### src/rtl/sklansky_pkg.sv
// rtl/sklansky_pkg.sv - command encodings, FSM states and widths shared by the Sklansky accumulator
package sklansky_pkg;

  localparam int CMD_W = 2;

  typedef enum logic [CMD_W-1:0] {
    CMD_NOP    = 2'b00,
    CMD_LOAD_A = 2'b01,
    CMD_ADD    = 2'b10,
    CMD_ACC    = 2'b11
  } cmd_e;

  typedef enum logic [1:0] {
    IDLE = 2'b00,
    CALC = 2'b01,
    DONE = 2'b10
  } state_e;

endpackage

### src/rtl/sklansky_prefix_add.sv
// rtl/sklansky_prefix_add.sv - combinational WIDTH-bit Sklansky (divide-and-conquer) prefix adder with carry-in
module sklansky_prefix_add #(
  parameter int WIDTH = 16
) (
  input  logic [WIDTH-1:0] a,
  input  logic [WIDTH-1:0] b,
  input  logic             cin,
  output logic [WIDTH-1:0] sum,
  output logic             cout
);

  localparam int LEVELS = $clog2(WIDTH);

  // g/p[l][i] hold the group generate/propagate of bits [block_start..i] after level l
  logic [WIDTH-1:0] g [0:LEVELS];
  logic [WIDTH-1:0] p [0:LEVELS];
  logic [WIDTH:0]   c;

  always_comb begin
    int j;
    j = 0;
    g[0] = a & b;
    p[0] = a ^ b;
    for (int l = 1; l <= LEVELS; l++) begin
      for (int i = 0; i < WIDTH; i++) begin
        if (((i >> (l - 1)) & 1) == 1) begin
          // upper half of each 2^l block fans in from the top bit of the lower half
          j = ((i >> (l - 1)) << (l - 1)) - 1;
          g[l][i] = g[l-1][i] | (p[l-1][i] & g[l-1][j]);
          p[l][i] = p[l-1][i] & p[l-1][j];
        end else begin
          g[l][i] = g[l-1][i];
          p[l][i] = p[l-1][i];
        end
      end
    end
    c[0] = cin;
    for (int i = 0; i < WIDTH; i++) begin
      c[i+1] = g[LEVELS][i] | (p[LEVELS][i] & cin);
    end
  end

  assign sum  = p[0] ^ c[WIDTH-1:0];
  assign cout = c[WIDTH];

endmodule

### src/rtl/sklansky_acc_controller.sv
// rtl/sklansky_acc_controller.sv - 3-state add/accumulate controller around one Sklansky prefix adder
// Optional ACC saturation on carry-out: define SKLANSKY_ACC_SAT_EN.
module sklansky_acc_controller
  import sklansky_pkg::*;
#(
  parameter int WIDTH = 16,
  parameter int CMD_W = sklansky_pkg::CMD_W
) (
  input  logic             clk,
  input  logic             rst,
  input  logic [WIDTH-1:0] in,
  input  logic [CMD_W-1:0] cmd,
  input  logic             cin,
  input  logic             in_valid,
  output logic             in_ready,
  output logic [WIDTH-1:0] out,
  output logic             cout,
  output logic             out_valid,
  output logic [WIDTH-1:0] acc_a
);

  state_e           state, state_next;
  logic [WIDTH-1:0] a_reg;
  logic [WIDTH-1:0] b_reg;
  logic             cin_reg;
  logic             is_acc;
  logic [WIDTH-1:0] sum_res;
  logic             sum_cout;
  logic [WIDTH-1:0] result;
  logic             accept;
  logic             op_start;

  assign in_ready  = (state == IDLE);
  assign out_valid = (state == DONE);
  assign acc_a     = a_reg;
  assign accept    = in_valid && in_ready;
  assign op_start  = accept && ((cmd == CMD_ADD) || (cmd == CMD_ACC));

  sklansky_prefix_add #(.WIDTH(WIDTH)) u_add (
    .a    (a_reg),
    .b    (b_reg),
    .cin  (cin_reg),
    .sum  (sum_res),
    .cout (sum_cout)
  );

`ifdef SKLANSKY_ACC_SAT_EN
  assign result = (is_acc && sum_cout) ? {WIDTH{1'b1}} : sum_res;
`else
  assign result = sum_res;
`endif

  always_ff @(posedge clk or posedge rst) begin
    if (rst) state <= IDLE;
    else     state <= state_next;
  end

  always_comb begin
    state_next = state;
    case (state)
      IDLE:    if (op_start) state_next = CALC;
      CALC:    state_next = DONE;
      DONE:    state_next = IDLE;
      default: state_next = IDLE;
    endcase
  end

  always_ff @(posedge clk or posedge rst) begin
    if (rst) begin
      a_reg   <= '0;
      b_reg   <= '0;
      cin_reg <= 1'b0;
      is_acc  <= 1'b0;
      out     <= '0;
      cout    <= 1'b0;
    end else begin
      if (accept) begin
        // unknown or NOP commands fall through to default and change nothing
        case (cmd)
          CMD_LOAD_A: a_reg <= in;
          CMD_ADD, CMD_ACC: begin
            b_reg   <= in;
            cin_reg <= cin;
            is_acc  <= (cmd == CMD_ACC);
          end
          default: ;
        endcase
      end
      if (state == CALC) begin
        out  <= result;
        cout <= sum_cout;
        if (is_acc) a_reg <= result;
      end
    end
  end

endmodule

### config.mk
export PLATFORM = sky130hd
export DESIGN_NAME = sklansky_acc_controller
export DESIGN_NICKNAME = d
export VERILOG_FILES = /design/src/rtl/sklansky_pkg.sv /design/src/rtl/sklansky_prefix_add.sv /design/src/rtl/sklansky_acc_controller.sv
export SDC_FILE = /design/constraint.sdc
export NUM_CORES = 1
export LEC_CHECK = 0
export ABC_CLOCK_PERIOD_IN_PS = 2300
export CORE_ASPECT_RATIO = 0.7
export CORE_MARGIN = 2
export CORE_UTILIZATION = 53
export DETAILED_ROUTE_END_ITERATION = 12
export PLACE_DENSITY = 0.89
export SLEW_MARGIN = 15
export SYNTH_ARGS = -nofsm -noshare
export SYNTH_HDL_FRONTEND = slang
export SYNTH_SLANG_ARGS = --single-unit
### constraint.sdc
create_clock -name clk -period 2.3 [get_ports clk]
set_input_delay 0.46 -clock clk [delete_from_list [all_inputs] [get_ports clk]]
set_output_delay 0.46 -clock clk [all_outputs]
set_load 0.03 [all_outputs]
== Yosys cells after proc, flatten, opt, wreduce, memory -nomap -nowiden ==
Cells that the tools add are included.
Operators by class
  equal/unequal tests: 6
  mux-type cells: 6
  bitwise gates (word level): 131
  reductions and logical operators: 6
Operators with widths (count)
  bitwise AND 1 bit: 80
  two-way mux 16 bit: 4
  bitwise OR 1 bit: 48
  XOR 16 bit: 2
  bitwise AND 16 bit: 1
  equality test 2 bit, second input constant: 3
  equality test 2 x 1 -> 1 bit, second input constant: 2
  case mux 2 bit (2 select lines): 1
  logical AND 1 bit: 2
  zero test 2 bit: 1
  two-way mux 2 bit: 1
  inequality test 2 x 1 -> 1 bit, second input constant: 1
  AND reduction 2 bit: 1
  OR reduction 2 bit: 1
  logical OR 1 bit: 1
Storage, ports and cells
  flip-flop bits (word level): 53
  input bits: 22
  output and inout bits: 35
  logic and storage cells: 156

== Logic depth before layout (Yosys ltp) ==
  depth after elaboration: 13
  gate-level depth with buffers: 8
  depth with buffers taken out: 7

== Cells and area by module ==
Synthesis repeated with hierarchy kept, for this count alone.
Second synthesis, totals
  cell total of the unflattened synthesis: 292
  area, all modules: 3042.9 µm²
By module, submodules not included
  sklansky_acc_controller: times used 1, cells each 182, area each 2222.1 µm², sequential area each 1326.3 µm²
  sklansky_prefix_add: times used 1, cells each 110, area each 820.8 µm², sequential area each 0.0 µm²

== Least setup slack after synthesis ==
Ideal clock, no wire load.
  path kind: register to register
  from: register a_reg[2], in the netlist acc_a[2]
  to: register a_reg[12], in the netlist acc_a[12]
  setup time: 0.131 ns
  arrival: 2.140 ns
  required time: 2.169 ns
  path slack: 0.029 ns
  cell stages (with the launch flop): 8
  buffers on the path: 0
  clock period less this slack: 2.271 ns
  cell sequence: dfrtp_1 > ha_1 > and2_4 > a221oi_2 > a21oi_2 > o21ba_2 > a2111oi_4 > nor3_1
Between the ends
  word-level cells in the longest chain between the ends: 12
  elaborated cells between the ends (all ways): 19
  classes of those cells: mux: 2; bitwise: 17
RTL lines
  from (decl): line sklansky_acc_controller.sv:23  | logic [WIDTH-1:0] a_reg;
  from (signal assigned): line sklansky_acc_controller.sv:80  | CMD_LOAD_A: a_reg <= in;
  from (signal assigned): line sklansky_acc_controller.sv:92  | if (is_acc) a_reg <= result;
  bitwise AND 16 bit or XOR 16 bit (tied branches): line sklansky_prefix_add.sv:22, sklansky_prefix_add.sv:23
  bitwise AND 1 bit (on tied branches): line sklansky_prefix_add.sv:29, sklansky_prefix_add.sv:30
  bitwise OR 1 bit or bitwise AND 1 bit (tied branches): line sklansky_prefix_add.sv:29  | g[l][i] = g[l-1][i] | (p[l-1][i] & g[l-1][j]);
  bitwise OR 1 bit: line sklansky_prefix_add.sv:29
  bitwise AND 1 bit: line sklansky_prefix_add.sv:29
  bitwise OR 1 bit: line sklansky_prefix_add.sv:29
  bitwise AND 1 bit: line sklansky_prefix_add.sv:29
  bitwise OR 1 bit: line sklansky_prefix_add.sv:29
  bitwise OR 1 bit *: line sklansky_prefix_add.sv:39  | c[i+1] = g[LEVELS][i] | (p[LEVELS][i] & cin);
  XOR 16 bit *: line sklansky_prefix_add.sv:43  | assign sum = p[0] ^ c[WIDTH-1:0];
  two-way mux 16 bit *: line sklansky_acc_controller.sv:92
  two-way mux 16 bit *: line sklansky_acc_controller.sv:89  | if (state == CALC) begin
Mark *: on every way between the ends. The rest lies on a longest branch, timed or not.
A chain may end at the register's enable or synchronous reset.

== Worst setup path in the final report ==
Same ends and word-level chain as after synthesis.

==> results.md <==
- Detailed-route DRC error count: 0
- Via count: roughly 2600
- Share of cells above drive strength 1: 0.177
- Avg Cell Area, Syn: 10.2 sq um
- Core ar.: 5670 sq um
- VDD IR-drop max: 0.758 mV
- Tmin final: 2200 ps
- First-pass GRT wire length: 12.2 mm
- Postcts setup bufs: 0
- RSZ-0062 raised after global routing: no
- Cells after Synth: 303
- Slowest CP cell: dfrtp_1
- Placed inst area: about 3800 sq um
- Commonest non-fill, non-tap cell in the layout: clkdlybuf4s50_1
- H-tree Lvls: 2
- # fillers: 413
- Pin count of the biggest net entering global routing: 54
- Antenna violations before repair: 0
- Routed WL: 7.55 mm
- Flop pwr share: 0.258
- Die width: 95.1 microns
- Worst Tran Pin Value: roughly 630 ps
- Cell variety after synth: between 50 and 60
- EDFF count, synth: 0
- Asr flop ratio synth: 1.00
- Worst skew pair latency: 320 ps
- Register Area: 1330 sq um
- Crit path cell chain: ha_4 > and2_4 > a221oi_4 > a21oi_4 > o21ba_4 > a2111oi_4 > nor3_1
- CP required: 2500 ps
- YS warnings: 0
- Setup TNS: 0 ps
- Dpl hpwl: 5.19 mm
- Main flop type after synthesis: dfrtp_1
- Post-route cell area: about 4000 sq um
- Global route total overflow: 0
- Highest metal used: met4
- Sink Count: 53
- Fmax: 0.455 GHz
- Internal power: 3250 uW
- N_diodes: 0
- Slew Limit Fails: 0
- Crit path max-delay family: compound AO/OA/AOI/OAI gates
- Placer Congestion: 0.914
- Nets: 400
- Register area share after synthesis: 0.430
- Die Y: 67.8 microns
- PortBufs: 56
- Setup Viol. Count Final: 0
- Number of synthesized register bits: 53
- Net Sw Frac: 0.457
- Final Skew: 12.7 ps
- Met3 wire length: 449 microns
- Reg clk slew, reported paths: around 100 ps
- Outcome: complete, no violations
- Met2 WL: 3.48 mm
- Min-delay worst type: reg -> reg
- Final Instance Count excl. Fillers: 437
- Initial DRC count: 217
- CTS tree: built
- Comb power frac: 0.627
- Post-CTS Hold Buffers: 0
- Clock Power Share: 0.115
- Row count: 23
- Wire length per cell: 17.3 microns
- Final hold vios: 0
- GR Util All Layers: 0.250
- Critical path data arrival time: 2400 ps
- LEAKAGE: 0.00171 uW
- Most frequent cells in the layout: clkdlybuf4s50_1, dfrtp_1, nand2_1
- I/O pin count: 57
- Total nets after synthesis: 342
- Critical Path End Type: register
- Vias in the first global route: 2484
- P_sw: 2740 uW
- DR vias/cell: 5.86
- Multi-input logic area: 1740 sq um
- Type of origin of the critical path: register
- Placed Cells: 429
- Max cap viols: 0
- Critical path buffers and inverters: 0
- Worst-path fanout max: 6
- CTS Buffer Depth: 2
- Root buf cell: clkbuf_8
- Slew HR: 0.581
- Initial core utilization: 0.544
- Synthesis-to-layout area growth: 29.6%
- WL met1: 3.54 mm
- Final antenna-violating net count: 0
- PD cells: 1500 nW/um^2
- Num CTS Buffers: 5
- Post-synthesis cell area: 3080 sq um
- CP max stage delay: 440 ps
- Router iterations before antenna repair: 4
- Fin Hold WS: 483 ps
- Final Util: 0.704
- Period utilization: 0.956
- Die ar.: 6450 sq um
- Critical path class: reg -> reg
worst register-to-register path: cells and delay by family (launching register included):
| kind | cells | cell delay, ps |
|---|---|---|
| AOI/OAI and AO/OA | 4 | 1120 |
| adders and majority gates | 1 | 270 |
| DFF | 1 | 440 |
| and+or+nand+nor | 2 | 260 |
stage by stage:
step,setup WS (ps),power (uW)
finish,101,5990
global route,7.47,6360
CTS,15.2,5830
detailed placement,-24.2,5080
global placement,53.6,4960
floorplan,29.4,3910
synthesized netlist by cell type, drive strengths merged, types with 6 or more instances:
| library cell | number | share of area |
|---|---|---|
| a21oi | 12 | 0.024 |
| ha | 16 | 0.065 |
| nand2 | 39 | 0.048 |
| clkbuf | 12 | 0.015 |
| inv | 9 | 0.011 |
| mux2 | 28 | 0.10 |
| nor2 | 11 | 0.013 |
| o21ai | 26 | 0.042 |
| mux2i | 6 | 0.019 |
| a21o | 7 | 0.017 |
| dfrtp | 53 | 0.43 |
| nand3 | 14 | 0.024 |
routing by layer:
metal | track usage | vias up
li1 | - | 1214
met1 | 0.353 | 1257
met2 | 0.390 | 83
met3 | 0.0569 | 8
met4 | 0.0634 | 0
met5 | 0 | -
power groups by stage:
stage,Clock (uW),Sequential (uW),Combinational (uW)
2_1_floorplan,0,2060,1850
3_3_place_gp,0,1530,3430
3_5_place_dp,0,1540,3540
5_1_grt,743,1590,4030
4_1_cts,692,1530,3610
6_report,688,1550,3760
what timing repair did:
item,CTS,global route
gates resized for setup,2,10
hold endpoints to repair,0,0
cloned,0,0
pin swaps,1,2
setup endpoints to repair,1,9
final cells by class:
type,instances,share of cell area
multi-input combinational,225,0.435
sequential,53,0.332
timing repair buffer,67,0.170
clock inverter,2,0.00940
clock buffer,6,0.0207
inverter,9,0.00846
tap,75,0.0235
cell families after synthesis:
kind of cell               after synthesis  synth area share
and+or+nand+nor                         89             0.139
AOI/OAI and AO/OA                       77             0.182
DFF                                     53             0.430
muxes                                   34             0.122
buffers and inverters                   25            0.0325
adders and majority gates               17            0.0715
xor gates and xnor gates                 8            0.0227
worst paths after layout:
kind	to	cells past startpoint	slack [ps]	from
max in group asynchronous	is_acc	3	1560	rst
setup reg to reg	acc_a[12]	7	100	acc_a[2]
hold / removal	out[2]	2	480	out[2]
min in group asynchronous	out[5]	3	490	rst
hold reg to reg	out[2]	2	480	out[2]
setup / recovery	acc_a[12]	7	100	acc_a[2]
Power figures use the tool's default switching activity.
==> variant (same flow settings) <==
`WIDTH` is set to 16 in 2 places; all go to 8.
--- a/src/rtl/sklansky_prefix_add.sv
+++ b/src/rtl/sklansky_prefix_add.sv
@@ -1,6 +1,6 @@
 // rtl/sklansky_prefix_add.sv - combinational WIDTH-bit Sklansky (divide-and-conquer) prefix adder with carry-in
 module sklansky_prefix_add #(
-  parameter int WIDTH = 16
+  parameter int WIDTH = 8
 ) (
   input  logic [WIDTH-1:0] a,
   input  logic [WIDTH-1:0] b,
--- a/src/rtl/sklansky_acc_controller.sv
+++ b/src/rtl/sklansky_acc_controller.sv
@@ -3,7 +3,7 @@
 module sklansky_acc_controller
   import sklansky_pkg::*;
 #(
-  parameter int WIDTH = 16,
+  parameter int WIDTH = 8,
   parameter int CMD_W = sklansky_pkg::CMD_W
 ) (
   input  logic             clk,
Interface: changed (resized acc_a, in and out); port bits go from 57 to 33. No check against the original RTL was run, so the function may have changed too.
==> variant against the unedited design <==
Setup slack improved by 0.16 ns. Sequential share of layout area increased by 4.4 points. Global-route usage decreased by 1.8 points. Wire length decreased by 58%. Sequential cell count decreased by 24. Final area decreased by 52%. Synthesized area decreased by 52%. Fmax increased by 7.8%. Total power decreased by 55%. Critical path type is now register to output port.
==> variant: results (changes against the unedited design) <==
Cells and area
  – # fillers: 217 (-47%)
  – Multi-input logic area: 714 um2 (-59%)
  – Final #Nets: 192 (-52%)

Power
  – VDD IR max: 741 uV (-2.2%)
  – Sw Ratio: 42.3% (-3.5 points)
  – Seq pwr share: 30.4% (+4.6 points)
  – LEAKAGE: 0.000886 uW (-48%)
  – Power Dens Cells: 1410 mW/mm2 (-6.0%)

Timing
  – Final min period: 2.04 ns (-0.159 ns)
  – Clock skew: 0.00386 ns (-0.00884 ns)
  – Minimum hold slack: 0.473 ns (-0.0101 ns)

Clock network
  – Clk slew on worst S/H paths: 0.06 ns (-0.04 ns)
  – Worst skew pair latency: 0.28 ns (-0.04 ns)
  – # resized after CTS: 0 (-2)

Min path
  – Hold Path Sink: out[1]

Drt
  – Final WL: 3.17 mm (-58%)
  – Drt via density: 5.32 (-9.3%)
  – Initial DRC Count: 26 (-88%)

Place
  – Port Buffers: 32 (-43%)
  – Dpl ws: 0.337 ns (+0.361 ns)
  – Routability cong.: 0.768 (-16%)
  – HPWL after DPL: 2.34 mm (-55%)
  – # placed instances: 198 (-54%)

Critical path
  – Slowest stage delay, CP: 0.70 ns (+0.26 ns)
  – Crit-path leading delay family: buffers and inverters
  – Crit path DAT: 1.58 ns (-0.82 ns)
  – Worst Setup EP: in_ready
  – CP Max Fanout: 3 (-3)
  – FF-to-FF Start: acc_a[0]
  – R2r worst-path depth: 6 (-1)

Yosys
  – Sequential fraction of the synthesis area: 48.9% (+5.9 points)
  – Seq cells post-synth: 29 (-45%)
  – Synth top area cells: dfrtp_1 (49%), mux2_2 (6.8%), ha_1 (6.7%), nand2_1 (5.1%), mux2_1 (3.8%)
  – Mapped Nets: 154 (-55%)
  – Most common library cells after synthesis: dfrtp_1 (29), nand2_1 (20), mux2_2 (9), o21ai_0 (9), ha_1 (8)
  – Synth cell types: 34 (-38%)

GRT
  – Number of global-route vias before repair: 1,098 (-56%)
  – Global-route wire length before repair: 5.13 mm (-58%)
  – Overall Global Routing Usage: 23.2% (-1.8 points)
  – Pin count of the biggest net entering global routing: 30 (-44%)

Status
  – Run status: finished, final reports clean
variant: cell types whose count changed in the layout (fill, tap and decap cells not counted), sizes merged, moves of 12 or more:
cell / change
dfrtp: -24
clkdlybuf4s50: -24
nand3: -14
nand2: -18
o21ai: -12
mux2: -14
variant: cell families after synthesis:
| logic type | synth area share [%] |
|---|---|
| buffers and inverters | 2.95 |
| AND/OR/NAND/NOR | 11.2 |
| multiplexers | 12.0 |
| XOR/XNOR | 3.54 |
| flip-flops | 48.9 |
| adder cells (fa/ha/maj) | 8.09 |
| AO/OA/AOI/OAI | 13.3 |
variant: area by class of cell:
type,instances,area share [%]
Sequential cell,29,37.7
Multi-Input combinational cell,93,37.1
Timing Repair Buffer,35,17.8
Clock buffer,8,4.16
Tap cell,36,2.34
Inverter,5,0.974
variant: routing by layer:
metal  vias up  share of wire (%)  global-route usage (%)
met5         -                  0                       0
met4         0                1.6                    11.0
met3         6                6.5                    6.70
met2        37                 50                    40.2
met1       522                 42                    27.7
li1        530                  -                       -
